$ cat src/rtl/cond_exec_stage.sv
// rtl/cond_exec_stage.sv - decode-to-execute pipeline register with ARM condition unit
//
// Purpose:
//   Holds the decoder control word and condition field for the instruction in
//   the E stage. Evaluates the condition against the architectural NZCV
//   register owned here, suppresses the side effects of failed instructions,
//   and updates NZCV from the ALU flags of passing flag-setting instructions.
//
// Optional feature:
//   COND_ANNUL_CNT_EN - when defined, AnnulCount counts annulled instructions
//   that would otherwise have had a side effect. When undefined it is tied to 0.
//
// Ports:
//   clk, reset            rising-edge clock, asynchronous active-low reset
//   StallE, FlushE        hold E register / load bubble (flush wins)
//   CondD .. WA3D         decoder condition field and controls
//   ALUFlags              {N,Z,C,V} from the E-stage ALU (combinational)
//   ALUControlE .. WA3E   registered, ungated controls
//   CondExE               condition passed for the instruction in E
//   PCSrcE .. BranchTakenE  condition-gated controls
//   Flags                 architectural {N,Z,C,V}
//   AnnulCount            annulled-instruction counter

module cond_exec_stage (
  input  logic        clk,
  input  logic        reset,
  input  logic        StallE,
  input  logic        FlushE,
  input  logic [3:0]  CondD,
  input  logic        PCSD,
  input  logic        RegWD,
  input  logic        MemWD,
  input  logic        MemtoRegD,
  input  logic        ALUSrcD,
  input  logic        BranchD,
  input  logic        NoWriteD,
  input  logic        IgRnD,
  input  logic [1:0]  FlagWD,
  input  logic [3:0]  ALUControlD,
  input  logic [3:0]  WA3D,
  input  logic [3:0]  ALUFlags,
  output logic [3:0]  ALUControlE,
  output logic        ALUSrcE,
  output logic        MemtoRegE,
  output logic        IgRnE,
  output logic [3:0]  WA3E,
  output logic        CondExE,
  output logic        PCSrcE,
  output logic        RegWriteE,
  output logic        MemWriteE,
  output logic        BranchTakenE,
  output logic [3:0]  Flags,
  output logic [31:0] AnnulCount
);

  // E register fields
  logic [3:0] cond_q,   cond_d;
  logic       pcs_q,    pcs_d;
  logic       regw_q,   regw_d;
  logic       memw_q,   memw_d;
  logic       m2r_q,    m2r_d;
  logic       alusrc_q, alusrc_d;
  logic       branch_q, branch_d;
  logic       nowr_q,   nowr_d;
  logic       ignr_q,   ignr_d;
  logic [1:0] flagw_q,  flagw_d;
  logic [3:0] aluctl_q, aluctl_d;
  logic [3:0] wa3_q,    wa3_d;

  logic [3:0] flags_q,  flags_d;

  logic n_f, z_f, c_f, v_f;
  logic cond_ex;
  logic has_effect;

  // Flush takes priority over stall so a bubble can be inserted into a held stage.
  always_comb begin
    cond_d   = CondD;
    pcs_d    = PCSD;
    regw_d   = RegWD;
    memw_d   = MemWD;
    m2r_d    = MemtoRegD;
    alusrc_d = ALUSrcD;
    branch_d = BranchD;
    nowr_d   = NoWriteD;
    ignr_d   = IgRnD;
    flagw_d  = FlagWD;
    aluctl_d = ALUControlD;
    wa3_d    = WA3D;
    if (FlushE) begin
      cond_d   = 4'h0;
      pcs_d    = 1'b0;
      regw_d   = 1'b0;
      memw_d   = 1'b0;
      m2r_d    = 1'b0;
      alusrc_d = 1'b0;
      branch_d = 1'b0;
      nowr_d   = 1'b0;
      ignr_d   = 1'b0;
      flagw_d  = 2'b00;
      aluctl_d = 4'h0;
      wa3_d    = 4'h0;
    end else if (StallE) begin
      cond_d   = cond_q;
      pcs_d    = pcs_q;
      regw_d   = regw_q;
      memw_d   = memw_q;
      m2r_d    = m2r_q;
      alusrc_d = alusrc_q;
      branch_d = branch_q;
      nowr_d   = nowr_q;
      ignr_d   = ignr_q;
      flagw_d  = flagw_q;
      aluctl_d = aluctl_q;
      wa3_d    = wa3_q;
    end
  end

  always_ff @(posedge clk or negedge reset) begin
    if (!reset) begin
      cond_q   <= 4'h0;
      pcs_q    <= 1'b0;
      regw_q   <= 1'b0;
      memw_q   <= 1'b0;
      m2r_q    <= 1'b0;
      alusrc_q <= 1'b0;
      branch_q <= 1'b0;
      nowr_q   <= 1'b0;
      ignr_q   <= 1'b0;
      flagw_q  <= 2'b00;
      aluctl_q <= 4'h0;
      wa3_q    <= 4'h0;
    end else begin
      cond_q   <= cond_d;
      pcs_q    <= pcs_d;
      regw_q   <= regw_d;
      memw_q   <= memw_d;
      m2r_q    <= m2r_d;
      alusrc_q <= alusrc_d;
      branch_q <= branch_d;
      nowr_q   <= nowr_d;
      ignr_q   <= ignr_d;
      flagw_q  <= flagw_d;
      aluctl_q <= aluctl_d;
      wa3_q    <= wa3_d;
    end
  end

  assign {n_f, z_f, c_f, v_f} = flags_q;

  always_comb begin
    cond_ex = 1'b0;
    case (cond_q)
      4'b0000: cond_ex = z_f;
      4'b0001: cond_ex = ~z_f;
      4'b0010: cond_ex = c_f;
      4'b0011: cond_ex = ~c_f;
      4'b0100: cond_ex = n_f;
      4'b0101: cond_ex = ~n_f;
      4'b0110: cond_ex = v_f;
      4'b0111: cond_ex = ~v_f;
      4'b1000: cond_ex = c_f & ~z_f;
      4'b1001: cond_ex = ~c_f | z_f;
      4'b1010: cond_ex = (n_f == v_f);
      4'b1011: cond_ex = (n_f != v_f);
      4'b1100: cond_ex = ~z_f & (n_f == v_f);
      4'b1101: cond_ex = z_f | (n_f != v_f);
      4'b1110: cond_ex = 1'b1;
      default: cond_ex = 1'b0;
    endcase
  end

  // N,Z and C,V are written independently so logical ops can leave C,V intact.
  // A stalled instruction holds NZCV so it cannot write the flags twice.
  always_comb begin
    flags_d = flags_q;
    if (!StallE) begin
      if (flagw_q[1] & cond_ex) flags_d[3:2] = ALUFlags[3:2];
      if (flagw_q[0] & cond_ex) flags_d[1:0] = ALUFlags[1:0];
    end
  end

  always_ff @(posedge clk or negedge reset) begin
    if (!reset) flags_q <= 4'h0;
    else        flags_q <= flags_d;
  end

  assign has_effect = regw_q | memw_q | pcs_q | branch_q | (flagw_q != 2'b00);

`ifdef COND_ANNUL_CNT_EN
  logic [31:0] annul_q, annul_d;

  always_comb begin
    annul_d = annul_q;
    if (!StallE && !cond_ex && has_effect) annul_d = annul_q + 32'd1;
  end

  always_ff @(posedge clk or negedge reset) begin
    if (!reset) annul_q <= 32'h0;
    else        annul_q <= annul_d;
  end

  assign AnnulCount = annul_q;
`else
  logic unused_effect;
  assign unused_effect = has_effect;
  assign AnnulCount    = 32'h0;
`endif

  assign ALUControlE  = aluctl_q;
  assign ALUSrcE      = alusrc_q;
  assign MemtoRegE    = m2r_q;
  assign IgRnE        = ignr_q;
  assign WA3E         = wa3_q;
  assign CondExE      = cond_ex;
  assign PCSrcE       = pcs_q & cond_ex;
  assign RegWriteE    = regw_q & cond_ex & ~nowr_q;
  assign MemWriteE    = memw_q & cond_ex;
  assign BranchTakenE = branch_q & cond_ex;
  assign Flags        = flags_q;

endmodule

$ cat config.mk
export PLATFORM = sky130hd
export DESIGN_NAME = cond_exec_stage
export DESIGN_NICKNAME = d
export VERILOG_FILES = /design/src/rtl/cond_exec_stage.sv
export SDC_FILE = /design/constraint.sdc
export NUM_CORES = 1
export LEC_CHECK = 0
export BUFFER_PORTS_ARGS = -buffer_cell sky130_fd_sc_hd__clkbuf_2
export CORE_ASPECT_RATIO = 0.8
export CORE_MARGIN = 3
export CORE_UTILIZATION = 46
export DETAILED_ROUTE_END_ITERATION = 10
export PLACE_DENSITY = 0.9
export SLEW_MARGIN = 20
export SYNTH_ARGS = -nofsm -noshare
export SYNTH_HDL_FRONTEND = slang
export SYNTH_SLANG_ARGS = --single-unit
$ cat constraint.sdc
create_clock -name clk -period 2.1 [get_ports clk]
set_input_delay 0.21 -clock clk [delete_from_list [all_inputs] [get_ports clk]]
set_output_delay 0.21 -clock clk [all_outputs]
set_load 0.01 [all_outputs]
-- Yosys cells after proc, flatten, opt, wreduce, memory -nomap -nowiden
Index checks and enable logic that the tools add are counted.
- flip-flop bits (word level): 26
- bits of input ports: 30
- output and inout bits: 52
- logic and storage cells: 76
- eq/ne operators: 17
- muxes and demuxes: 25
- bitwise logic cells: 17
- reductions and logical operators: 3
- operator list (kind ; count):
    == test 4 bit (second input constant) ; 7
    2-to-1 mux 4 bit ; 6
    == test 4 x 3 -> 1 bit (second input constant) ; 4
    2-to-1 mux 1 bit ; 16
    one-hot mux 1 bit (15 select lines) ; 1
    AND 1 bit ; 9
    == test 4 x 2 -> 1 bit (second input constant) ; 2
    NOT 1 bit ; 6
    == test 4 x 1 -> 1 bit (second input constant) ; 1
    logical NOT 4 bit ; 1
    2-to-1 mux 2 bit ; 2
    AND reduction 2 bit ; 2
    inequality test 2 x 1 -> 1 bit (second input constant) ; 1
    OR 1 bit ; 2
    == test 1 bit ; 1
    inequality test 1 bit ; 1

-- Logic depth before layout (Yosys ltp)
Gate-level depths: netlist of the first run.
- depth after elaboration: 5
- mapped depth: 7
- depth with buffers taken out: 5

-- Worst setup path after synthesis of the first run
Ideal clock, no wire load.
- kind: reg-to-output
- from: register cond_q[0]
- to: output port BranchTakenE
- data arrival time: 1467 ps
- required time: 1890 ps
- path slack: 423 ps
- stages on the path, launching flop included: 7
- path buffers: 1
- cells stage by stage: dfrtp_1 clkbuf_8 xnor2_1 o22a_1 o221ai_4 o21ai_2 a21boi_0
- cells in the longest elaborated chain, start to end: 3
- elaborated cells on any way between the ends: 17
- those cells by class: 14 x eq/ne; 1 x mux; 1 x bitwise; 1 x reduce/logical
- RTL lines (item ; RTL line ; text):
    start, declared ; 57 ; logic [3:0] cond_q, cond_d;
    start signal, assigned ; 134 ; cond_q <= cond_d;
    == test 4 bit, or another cell as far along ; 153 ; case (cond_q)
    one-hot mux 1 bit (15 select lines) * ; 153 ;
    AND 1 bit * ; 219 ; assign BranchTakenE = branch_q & cond_ex;
    end, declared ; 51 ; output logic BranchTakenE,
Every way passes the cells marked *; elsewhere a longest branch is shown, timed or not.

-- Worst setup path after layout of the first run
- from: register flags_q[3], in the netlist Flags[3]
- to: output port RegWriteE
- cells in the longest elaborated chain, start to end: 5
- elaborated cells on any way between the ends: 8
- those cells by class: 2 x eq/ne; 1 x mux; 5 x bitwise
- RTL lines (item ; RTL line ; text):
    start, declared ; 70 ; logic [3:0] flags_q, flags_d;
    start signal, assigned ; 185 ; else flags_q <= flags_d;
    inequality test 1 bit / == test 1 bit (equally long branches) ; -- ;
    OR 1 bit / AND 1 bit (equally long branches) ; 167, 166 ;
    one-hot mux 1 bit (15 select lines) * ; 153 ;
    AND 1 bit * (2 in a row) ; 217 ; assign RegWriteE = regw_q & cond_ex & ~nowr_q;
    end, declared ; 49 ; output logic RegWriteE,
Marked as above.

==> impl_results.md, run 1 <==
* Run status: complete, no violations
* Starting Density at 51.14%
* Yosys reg bits at 26
* HP Class: primary input to register
* NetSw at 409.2 µW
* Internal at 879.0 µW
* RSZ-0062 raised after global routing: yes
* Switching Share at 31.77%
* Global Route Usage Sum at 15.95%
* R2R Path Start: cond_q[0]
* Post-synth EDFFs at 0
* H-tree depth at 1
* Most common cell after layout, fill and taps aside: clkbuf_2
* Core Area at 0.003288 mm²
* Yosys cell types at 33
* Final net count at 256
* Post-synth top flop: dfrtp_1
* Num CTS Buffers at 3
* IO buf count at 49
* Clock power share at 24.7%
* Worst Reg-to-Reg Cells at 6
* Number of global-route vias before repair at 1,223
* Startpoint types: register
* Die ar. at 0.004422 mm²
* Gr ovfl total at 0
* Post-synthesis average cell area at 9.720 µm²
* Vias per cell at 4.815
* Gate power share at 29.2%
* Clk sinks at 26
* Max Freq at 0.4926 GHz
* Worst-Skew Late Latency at 0.27 ns
* Drt initial violations at 73
* Nature of the critical path endpoint: output pin
* Worst Skew at 0.0003701 ns
* Fin crit share at 96.68%
* Commonest non-fill, non-tap cells in the layout: clkbuf_2, conb_1, nor2_1
* P&R area growth vs syn at 14.88%
* Clk buf depth at 2
* First-pass GRT wire length at 5.457 mm
* Clock Tree Root: clkbuf_8
* P_leak at 1.016 nW
* Seq/Total Area, Yosys at 38.69%
* DR WL/cell at 13.07 µm
* Clock transition at the registers of the reported paths at 0.08 ns
* Routed Antenna Nets at 0
* Die height at 60.08 µm
* Largest net degree at the start of global routing at 27
* Drt pass-1 iters at 4
* Mapped Cells at 173
* Tmin final at 2.030 ns
* Number of diodes at 0
* Initial antenna violation count at 0
* Detailed placement HPWL at 2.588 mm
* Setup TNS at 0 ns
* Max rail drop VDD at 0.5214 mV
* Rows at 18
* Hold path startpoint: BranchD
* Final setup violation count at 0
* CP Class: register to output pin
* Synth Cell Area at 0.001682 mm²
* CTS tree: done
* Worst Path Arrival at 1.82 ns
* Vias at 1,276
* DRC viols at 0
* Share of cells above drive strength 1 at 33.78%
* Drt total wl at 3.463 mm
* Endpoints failing hold at 0
* Power density over cell area at 666.8 mW/mm²
* Worst Max-Slew Pin Slew at 0.6519 ns
* FF-to-FF End: Flags[2]
* Max cap viols at 0
* Worst path required time at 1.89 ns
* Critical Path Fanout Max at 6
* Yosys Warn Count at 0
* Hold path cells at 3
* Worst reg-to-reg setup slack at 0.39 ns
* RD Place Congestion at 0.8646
* Max-slew violations at 0
* Hold Path Sink: branch_q
* Asr flop ratio synth at 100.0%
* Worst hold slack at 0.1732 ns
* Slew headroom at 56.54%
* Ports at 82
* Die X at 73.60 µm
* Reg power frac at 46.1%
==> kinds of logic (layout without fill, tap and decap cells) <==
logic type	count (synthesis)	count (layout)	synth area share, %
simple gates	47	47	12.57
buf+inv	44	65	18.53
compound gates	29	29	14.51
flops	26	26	38.69
mux	23	23	13.91
xor+xnor	3	3	1.563
other cells	1	32	0.2230
==> state kept, by name, summed over array words and instances, names as in the netlist <==
signal	count
branch_q	1
regw_q	1
pcs_q	1
Flags	4
WA3E	4
MemtoRegE	1
ALUSrcE	1
ALUControlE	4
nowr_q	1
IgRnE	1
flagw_q	2
cond_q	4
memw_q	1
==> what timing repair did <==
action,4_1_cts,5_1_grt
setup endpoints to repair,2,5
resized for setup,2,7
setup buffers,0,5
hold buffers,1,0
hold endpoints to repair,26,0
pin swaps,0,4
==> per-layer routing <==
| layer | track usage, % | share of wire (%) |
|---|---|---|
| met1 | 20.42 | 41 |
| met5 | 0 | 0 |
| met2 | 26.26 | 49 |
| met3 | 4.034 | 8.4 |
| met4 | 5.426 | 1.2 |
==> power by group through the flow <==
stage / logic (mW) / registers (mW) / clock network [mW]
2_1_floorplan: 0.279 / 0.596 / 0
3_3_place_gp: 0.335 / 0.600 / 0
3_5_place_dp: 0.347 / 0.601 / 0
4_1_cts: 0.349 / 0.593 / 0.326
5_1_grt: 0.418 / 0.602 / 0.346
6_report: 0.377 / 0.594 / 0.318
==> area by class of cell <==
cell class,instances,area [µm²]
flip-flops and latches,26,656.9
fillers,296,1356
repair buffers,58,315.3
well taps,40,50.05
clock buffers,4,55.05
inverters,3,11.26
multi-input cells,134,843.3
==> worst max-delay path: stages (launching register included) <==
cell and delay, ns:
dfrtp_2 0.42, and2b_2 0.23, o211ai_1 0.19, o211ai_2 0.21, o21ai_2 0.27, a21oi_1 0.09
clkbuf_2 0.14
==> worst max path at each step <==
stage,slack [ns],depth (start not counted),startpoint,endpoint
after floorplan,0.42,6,cond_q[0],BranchTakenE
after global placement,0.33,6,cond_q[3],MemWriteE
after detailed placement,0.31,6,Flags[3],BranchTakenE
after CTS,0.03,6,cond_q[0],BranchTakenE
after global routing,-0.04,6,cond_q[0],PCSrcE
final,0.07,6,Flags[3],RegWriteE
==> stage by stage <==
| step | area [µm²] | utilization (%) | total power [mW] | cells | setup slack (ns) |
|---|---|---|---|---|---|
| floorplan | 1798 | - | 0.8749 | 204 | 0.4227 |
| detailed placement | 1815 | 55.21 | 0.9478 | 255 | 0.3051 |
| global placement | 1815 | 55.21 | 0.9355 | 255 | 0.3286 |
| global route | 1932 | 58.75 | 1.366 | 265 | -0.03805 |
| finish | 1932 | 58.75 | 1.288 | 265 | 0.06980 |
| CTS | 1883 | 57.27 | 1.268 | 260 | 0.03053 |
==> Yosys cell counts, drive strengths merged, types with 2 or more instances <==
cell type   n  share of area (%)
o21a        5                2.2
mux2i      23                 14
inv         3               0.67
xnor2       2                1.0
buf        38                 17
and2b       2                1.1
a21oi       2               0.60
o211ai      6                3.3
clkbuf      3                1.3
nand2      12                2.7
nor2       26                5.8
o2111ai     4                2.1
nor3b       3                1.3
a21boi      3                1.3
o21ai       5                1.7
dfrtp      26                 39
Power figures use the tool's default switching activity.
==> run 2: changes to the inputs <==
- ABC_AREA: unset -> 1
- CORE_UTILIZATION: 46 -> 45
- SLEW_MARGIN: 20 -> unset
==> impl_results.md, run 2 <==
* Number of diodes at 0 (unchanged)
* Rows at 18 (unchanged)
* Post-synth top flop: dfrtp_1
* Die X at 71.31 µm (-3.1%)
* Clock Tree Root: clkbuf_8
* Setup TNS at 0 ns (unchanged)
* Asr flop ratio synth at 100.0% (unchanged)
* Vias per cell at 4.548 (-5.5%)
* Placed Area at 0.001694 mm² (-6.7%)
* Final setup violation count at 0 (unchanged)
* IO buf count at 49 (unchanged)
* DRC viols at 0 (unchanged)
* Slew headroom at 53.38% (-3.2 points)
* Yosys reg bits at 26 (unchanged)
* Die ar. at 0.004153 mm² (-6.1%)
* Routed Antenna Nets at 0 (unchanged)
* HP Class: primary input to register
* Worst-Skew Late Latency at 0.27 ns (about the same)
* Detailed placement HPWL at 2.484 mm (-4.0%)
* Drt pass-1 iters at 4 (unchanged)
* Worst Skew at 0.0005885 ns (+0.0002184 ns)
* RD Place Congestion at 0.8025 (-7.2%)
* List of most frequent post-synthesis cells: nand2_1, nand3_1, buf_4
* CP Class: register to output pin
* P_leak at 1.001 nW (-1.4%)
* Post-synth top area share at 42.38% (+3.7 points)
* Design Area, Final at 0.001759 mm² (-8.9%)
* Largest net degree at the start of global routing at 35 (+30%)
* Most common cell after layout, fill and taps aside: clkbuf_2
* Yosys Warn Count at 0 (unchanged)
* Nature of the critical path endpoint: output pin
* Number of filler cells placed in the layout at 320 (+8.1%)
* Biggest area consumer among synthesized cells: dfrtp_1
* Yosys cell types at 17 (-48%)
* Mapped Cells at 204 (+18%)
* Max-slew violations at 0 (unchanged)
* Initial antenna violation count at 0 (unchanged)
* Core Area at 0.003176 mm² (-3.4%)
* DR WL/cell at 11.07 µm (-15%)
* Global Route Usage Sum at 16.00% (+0.053 points)
* Util after Layout at 55.40% (-3.4 points)
* Ports at 82 (unchanged)
* Synth Cell Area at 0.001535 mm² (-8.7%)
* Vias at 1,328 (+4.1%)
* Seq/Total Area, Yosys at 42.38% (+3.7 points)
* Cells after DPL at 287 (+13%)
* Run status: complete, no violations
* Postcts setup bufs at 0 (unchanged)
* Number of global-route vias before repair at 1,232 (+0.74%)
* Num CTS Buffers at 3 (unchanged)
* RSZ-0062 raised after global routing: no
* Final net count at 283 (+11%)
* First-pass GRT wire length at 5.264 mm (-3.5%)
* Worst Path Arrival at 1.70 ns (-0.12 ns)
* Post-synth EDFFs at 0 (unchanged)
* Gr ovfl total at 0 (unchanged)
* Startpoint types: register
* Max rail drop VDD at 0.5074 mV (-2.7%)
* Max Freq at 0.5236 GHz (+6.3%)
* Worst path required time at 1.89 ns (about the same)
* Drt total wl at 3.233 mm (-6.6%)
* Worst hold slack at 0.1591 ns (-0.01413 ns)
* Clk sinks at 26 (unchanged)
* Drt initial violations at 43 (-41%)
* Starting Density at 48.35% (-2.8 points)
* Fin crit share at 90.95% (-5.7 points)
* Largest cells by area after synthesis: dfrtp_1, buf_4, nand3_1
* CTS tree: done
* Pre-CTS setup slack at 0.4444 ns (+0.1393 ns)
* Critical Path Fanout Max at 8 (+2)
* Power density over cell area at 788.8 mW/mm² (+18%)
* Clock transition at the registers of the reported paths at 0.09 ns (about the same)
* Endpoints failing hold at 0 (unchanged)
* Overall power at 1.388 mW (+7.7%)
* Post-Layout Cell Count at 292 (+10%)
* Die height at 58.24 µm (-3.1%)
* Tmin final at 1.910 ns (-0.1202 ns)
* Worst Max-Slew Pin Slew at 0.6976 ns (+0.04573 ns)
* Clk buf depth at 2 (unchanged)
* H-tree depth at 1 (unchanged)
* P&R area growth vs syn at 14.59%
* Commonest non-fill, non-tap cells in the layout: clkbuf_2, nand2_1, nand3_1
* Final setup margin at 0.1900 ns (+0.1202 ns)
* Share of cells above drive strength 1 at 23.81% (-10 points)
* Max cap viols at 0 (unchanged)
* Count leader, synth: nand2_1
* Post-synthesis average cell area at 7.526 µm² (-23%)
==> run 2: cell count changes in the layout (fill, tap and decap cells not counted), sizes merged, moves of 12 or more <==
cell   previous run  this run
o21ai             5        18
mux2i            23         0
nor2             26        14
nand3             1        36
inv               3        17
nand2            12        49
==> run 2: final cells by class <==
class	count	area, µm²	share of cell area (%)
sequential	26	650.6	36.98
multi-input combinational	152	665.6	37.84
timing repair buffer	52	270.3	15.36
clock buffer	4	55.05	3.129
inverter	18	67.56	3.841
tap	40	50.05	2.845
==> run 2: cells by family (layout without fill, tap and decap cells) <==
| family | Yosys count | after routing | synth area share (%) |
|---|---|---|---|
| AND/OR/NAND/NOR | 100 | 100 | 28.28 |
| buffers and inverters | 57 | 74 | 21.84 |
| flip-flops | 26 | 26 | 42.38 |
| AO/OA/AOI/OAI | 20 | 20 | 7.254 |
| other | 1 | 32 | 0.2443 |
==> run 2: final timing paths <==
path | start | to | slack (ns) | depth (start not counted)
hold reg to reg | ALUControlE[1] | ALUControlE[1] | 0.52 | 2
hold / removal | ALUControlD[3] | ALUControlE[3] | 0.16 | 3
setup / recovery | Flags[3] | RegWriteE | 0.19 | 11
max in group asynchronous | reset | Flags[1] | 1.19 | 2
setup reg to reg | Flags[3] | Flags[1] | 0.69 | 11
min in group asynchronous | reset | WA3E[3] | 0.49 | 2
==> run 2: timing repair <==
item,CTS,global route
setup endpoints to repair,0,4
hold buffers,1,0
endpoints found under the hold margin,26,0
gates resized for setup,0,1
==> run 2: metal layers <==
layer  vias up  track usage [%]  routed length (µm)
met1       600            19.96                1362
li1        675                -                   -
met3         4            5.199                 244
met4         0            3.485                  22
met5         -                0                   0
met2        49            27.23                1604
==> run 2: power by group <==
| part | internal (mW) | switching, mW |
|---|---|---|
| logic | 0.154 | 0.282 |
| clock network | 0.167 | 0.151 |
| registers | 0.564 | 0.0682 |
| total | 0.886 | 0.502 |
==> run 2: worst max-delay path: stages (launching register included) <==
cell,delay [ns]
dfrtp_1,0.43
inv_1,0.10
nand2_1,0.07
nand2_1,0.10
nand2_1,0.07
nand3_1,0.07
nand2_1,0.06
nor2_2,0.15
nand2_4,0.11
inv_2,0.10
nor2_1,0.05
clkbuf_2,0.12
==> run 3: changes to the inputs <==
- REMOVE_ABC_BUFFERS: unset -> 1
==> impl_results.md, run 3 (synthesis results as in run 2) <==
* Clock transition at the registers of the reported paths at 0.08 ns (about the same)
* Global Route Usage Sum at 15.17% (-0.83 points)
* Number of diodes at 0 (unchanged)
* Clk buf depth at 2 (unchanged)
* Internal at 876.5 µW (-1.1%)
* Setup TNS at 0 ns (unchanged)
* Max cap viols at 0 (unchanged)
* M2 GR Usage at 25.13% (-2.1 points)
* Util after Layout at 55.44% (about the same)
* Routed Antenna Nets at 0 (unchanged)
* CP cell instances: nand2_1 -> inv_1 -> nand2_1 -> nand2_1 -> nand2_1 -> nand2_1 -> nor2_2 -> nand2_4 -> inv_2 -> nor2_1 -> clkbuf_2
* Detailed placement HPWL at 2.490 mm (+0.23%)
* Endpoints failing hold at 0 (unchanged)
* Buf/Inv on CP at 3 (unchanged)
* Vias per cell at 4.502 (-1.0%)
* Slowest CP cell: dfrtp_1
* Switching Share at 36.07% (-0.072 points)
* Worst hold slack at 0.1675 ns (+0.008342 ns)
* Initial antenna violation count at 0 (unchanged)
* Commonest non-fill, non-tap cells in the layout: clkbuf_2, nand2_1, nand3_1
* H-tree depth at 1 (unchanged)
* Most used cell, CP: nand2_1
* Worst Skew at 0.001679 ns (+0.001091 ns)
* Max rail drop VDD at 0.5060 mV (-0.26%)
* Drt initial violations at 74 (+72%)
* Worst path required time at 1.89 ns (about the same)
* DRC viols at 0 (unchanged)
* HP Class: primary input to register
* CP Class: register to output pin
* Drt total wl at 3.165 mm (-2.1%)
* Startpoint types: register
* GRT met3 Usage at 4.853% (-0.35 points)
* Gr ovfl total at 0 (unchanged)
* Run status: complete, no violations
* Worst Path Arrival at 1.65 ns (-0.05 ns)
* Number of filler cells placed in the layout at 315 (-1.6%)
* Clk sinks at 26 (unchanged)
* First-pass GRT wire length at 5.050 mm (-4.1%)
* Vias at 1,319 (-0.68%)
* Fin crit share at 88.39% (-2.6 points)
* Power density over cell area at 778.8 mW/mm² (-1.3%)
* Tmin final at 1.856 ns (-0.05390 ns)
* Largest net degree at the start of global routing at 35 (unchanged)
* NetSw at 494.5 µW (-1.4%)
* Rows at 18 (unchanged)
* Critical Path Fanout Max at 8 (unchanged)
* Hold path startpoint: IgRnD
* Clock power share at 19.5% (-3.4 points)
* RD Place Congestion at 0.8420 (+4.9%)
* Worst Max-Slew Pin Slew at 0.6631 ns (-0.03454 ns)
* P_leak at 1.005 nW (+0.31%)
* Share of cells above drive strength 1 at 24.11% (+0.30 points)
* Die height at 58.24 µm (unchanged)
* Die ar. at 0.004153 mm² (unchanged)
* Most used routing layer: met2
* Placed Area at 0.001687 mm² (-0.44%)
* P&R area growth vs syn at 14.67% (about the same)
* Ports at 82 (unchanged)
* DR WL/cell at 10.80 µm (-2.4%)
* Slew headroom at 55.69% (+2.3 points)
* Nature of the critical path endpoint: output pin
* Number of global-route vias before repair at 1,105 (-10%)
* Design Area, Final at 0.001760 mm² (about the same)
* R2R Path Start: cond_q[3]
* RSZ-0062 raised after global routing: no
* Worst path max stage delay at 0.42 ns (about the same)
* Num CTS Buffers at 3 (unchanged)
* Starting Density at 48.35% (unchanged)
* Max-slew violations at 0 (unchanged)
* Met1 Usage GRT at 20.22% (+0.26 points)
* Crit path launch: cond_q[3]
* Gate power share at 34.2% (+2.7 points)
* Max Freq at 0.5388 GHz (+2.9%)
* IO buf count at 49 (unchanged)
* Critical path's top delay family: simple AND/OR/NAND/NOR gates
* CTS tree: done
* Drt pass-1 iters at 4 (unchanged)
* Final net count at 285 (+0.71%)
* Die X at 71.31 µm (unchanged)
* Core Area at 0.003176 mm² (unchanged)
* Clock Tree Root: clkbuf_8
* Final setup violation count at 0 (unchanged)
* Reg power frac at 46.2% (+0.6 points)
* Most common cell after layout, fill and taps aside: clkbuf_2
* Worst-Skew Late Latency at 0.26 ns (about the same)
* Overall power at 1.371 mW (-1.2%)
-- run 3: routing by layer --
layer / vias to the layer above / part of all wire [%]
met4: 0 / 0.19
met3: 2 / 9.0
met1: 580 / 42
met2: 52 / 48
li1: 685 / -
met5: - / 0
-- run 3: worst reg2reg max path, cell delays in order, from the launching register on --
cell and delay [ns]:
dfrtp_1 0.42, nand2_1 0.15, inv_1 0.08, nand2_1 0.09, nand2_1 0.06, nand2_1 0.05
nand2_1 0.06, nor2_2 0.12, nand2_4 0.11, nand2_1 0.09, nand2_1 0.05, nand2_1 0.05
-- run 3: power groups by stage --
stage	combinational, mW	sequential [mW]	clock, mW
2_1_floorplan	0.250	0.652	0
3_3_place_gp	0.418	0.644	0
3_5_place_dp	0.429	0.647	0
4_1_cts	0.431	0.637	0.277
5_1_grt	0.532	0.643	0.303
6_report	0.469	0.634	0.268
-- run 3: worst paths after layout --
check	endpoint	slack, ns	cells past startpoint
max reg2reg	Flags[0]	0.72	11
min in group asynchronous	memw_q	0.49	2
min	IgRnE	0.17	3
min reg2reg	IgRnE	0.52	2
max in group asynchronous	Flags[3]	1.21	2
max	PCSrcE	0.24	11
-- run 3: cell type report --
cell class | instances | area, µm² | share of cell area (%)
Clock buffer | 3 | 41.29 | 2.345
Inverter | 18 | 67.56 | 3.838
Multi-Input combinational cell | 152 | 665.6 | 37.81
Sequential cell | 26 | 650.6 | 36.96
Tap cell | 40 | 50.05 | 2.843
Timing Repair Buffer | 54 | 285.3 | 16.20
-- run 3: metrics by stage --
stage,instances,worst slack (ns)
finish,293,0.2439
global placement,286,0.5291
CTS,290,0.1810
floorplan,196,0.5269
detailed placement,286,0.4840
global route,293,0.05094
-- run 3: timing repair --
| action | 4_1_cts | 5_1_grt |
|---|---|---|
| buffers inserted | 0 | 3 |
| hold buffers | 1 | 0 |
| hold endpoints to repair | 26 | 0 |
| setup endpoints to repair | 0 | 4 |
| resized for setup | 0 | 1 |
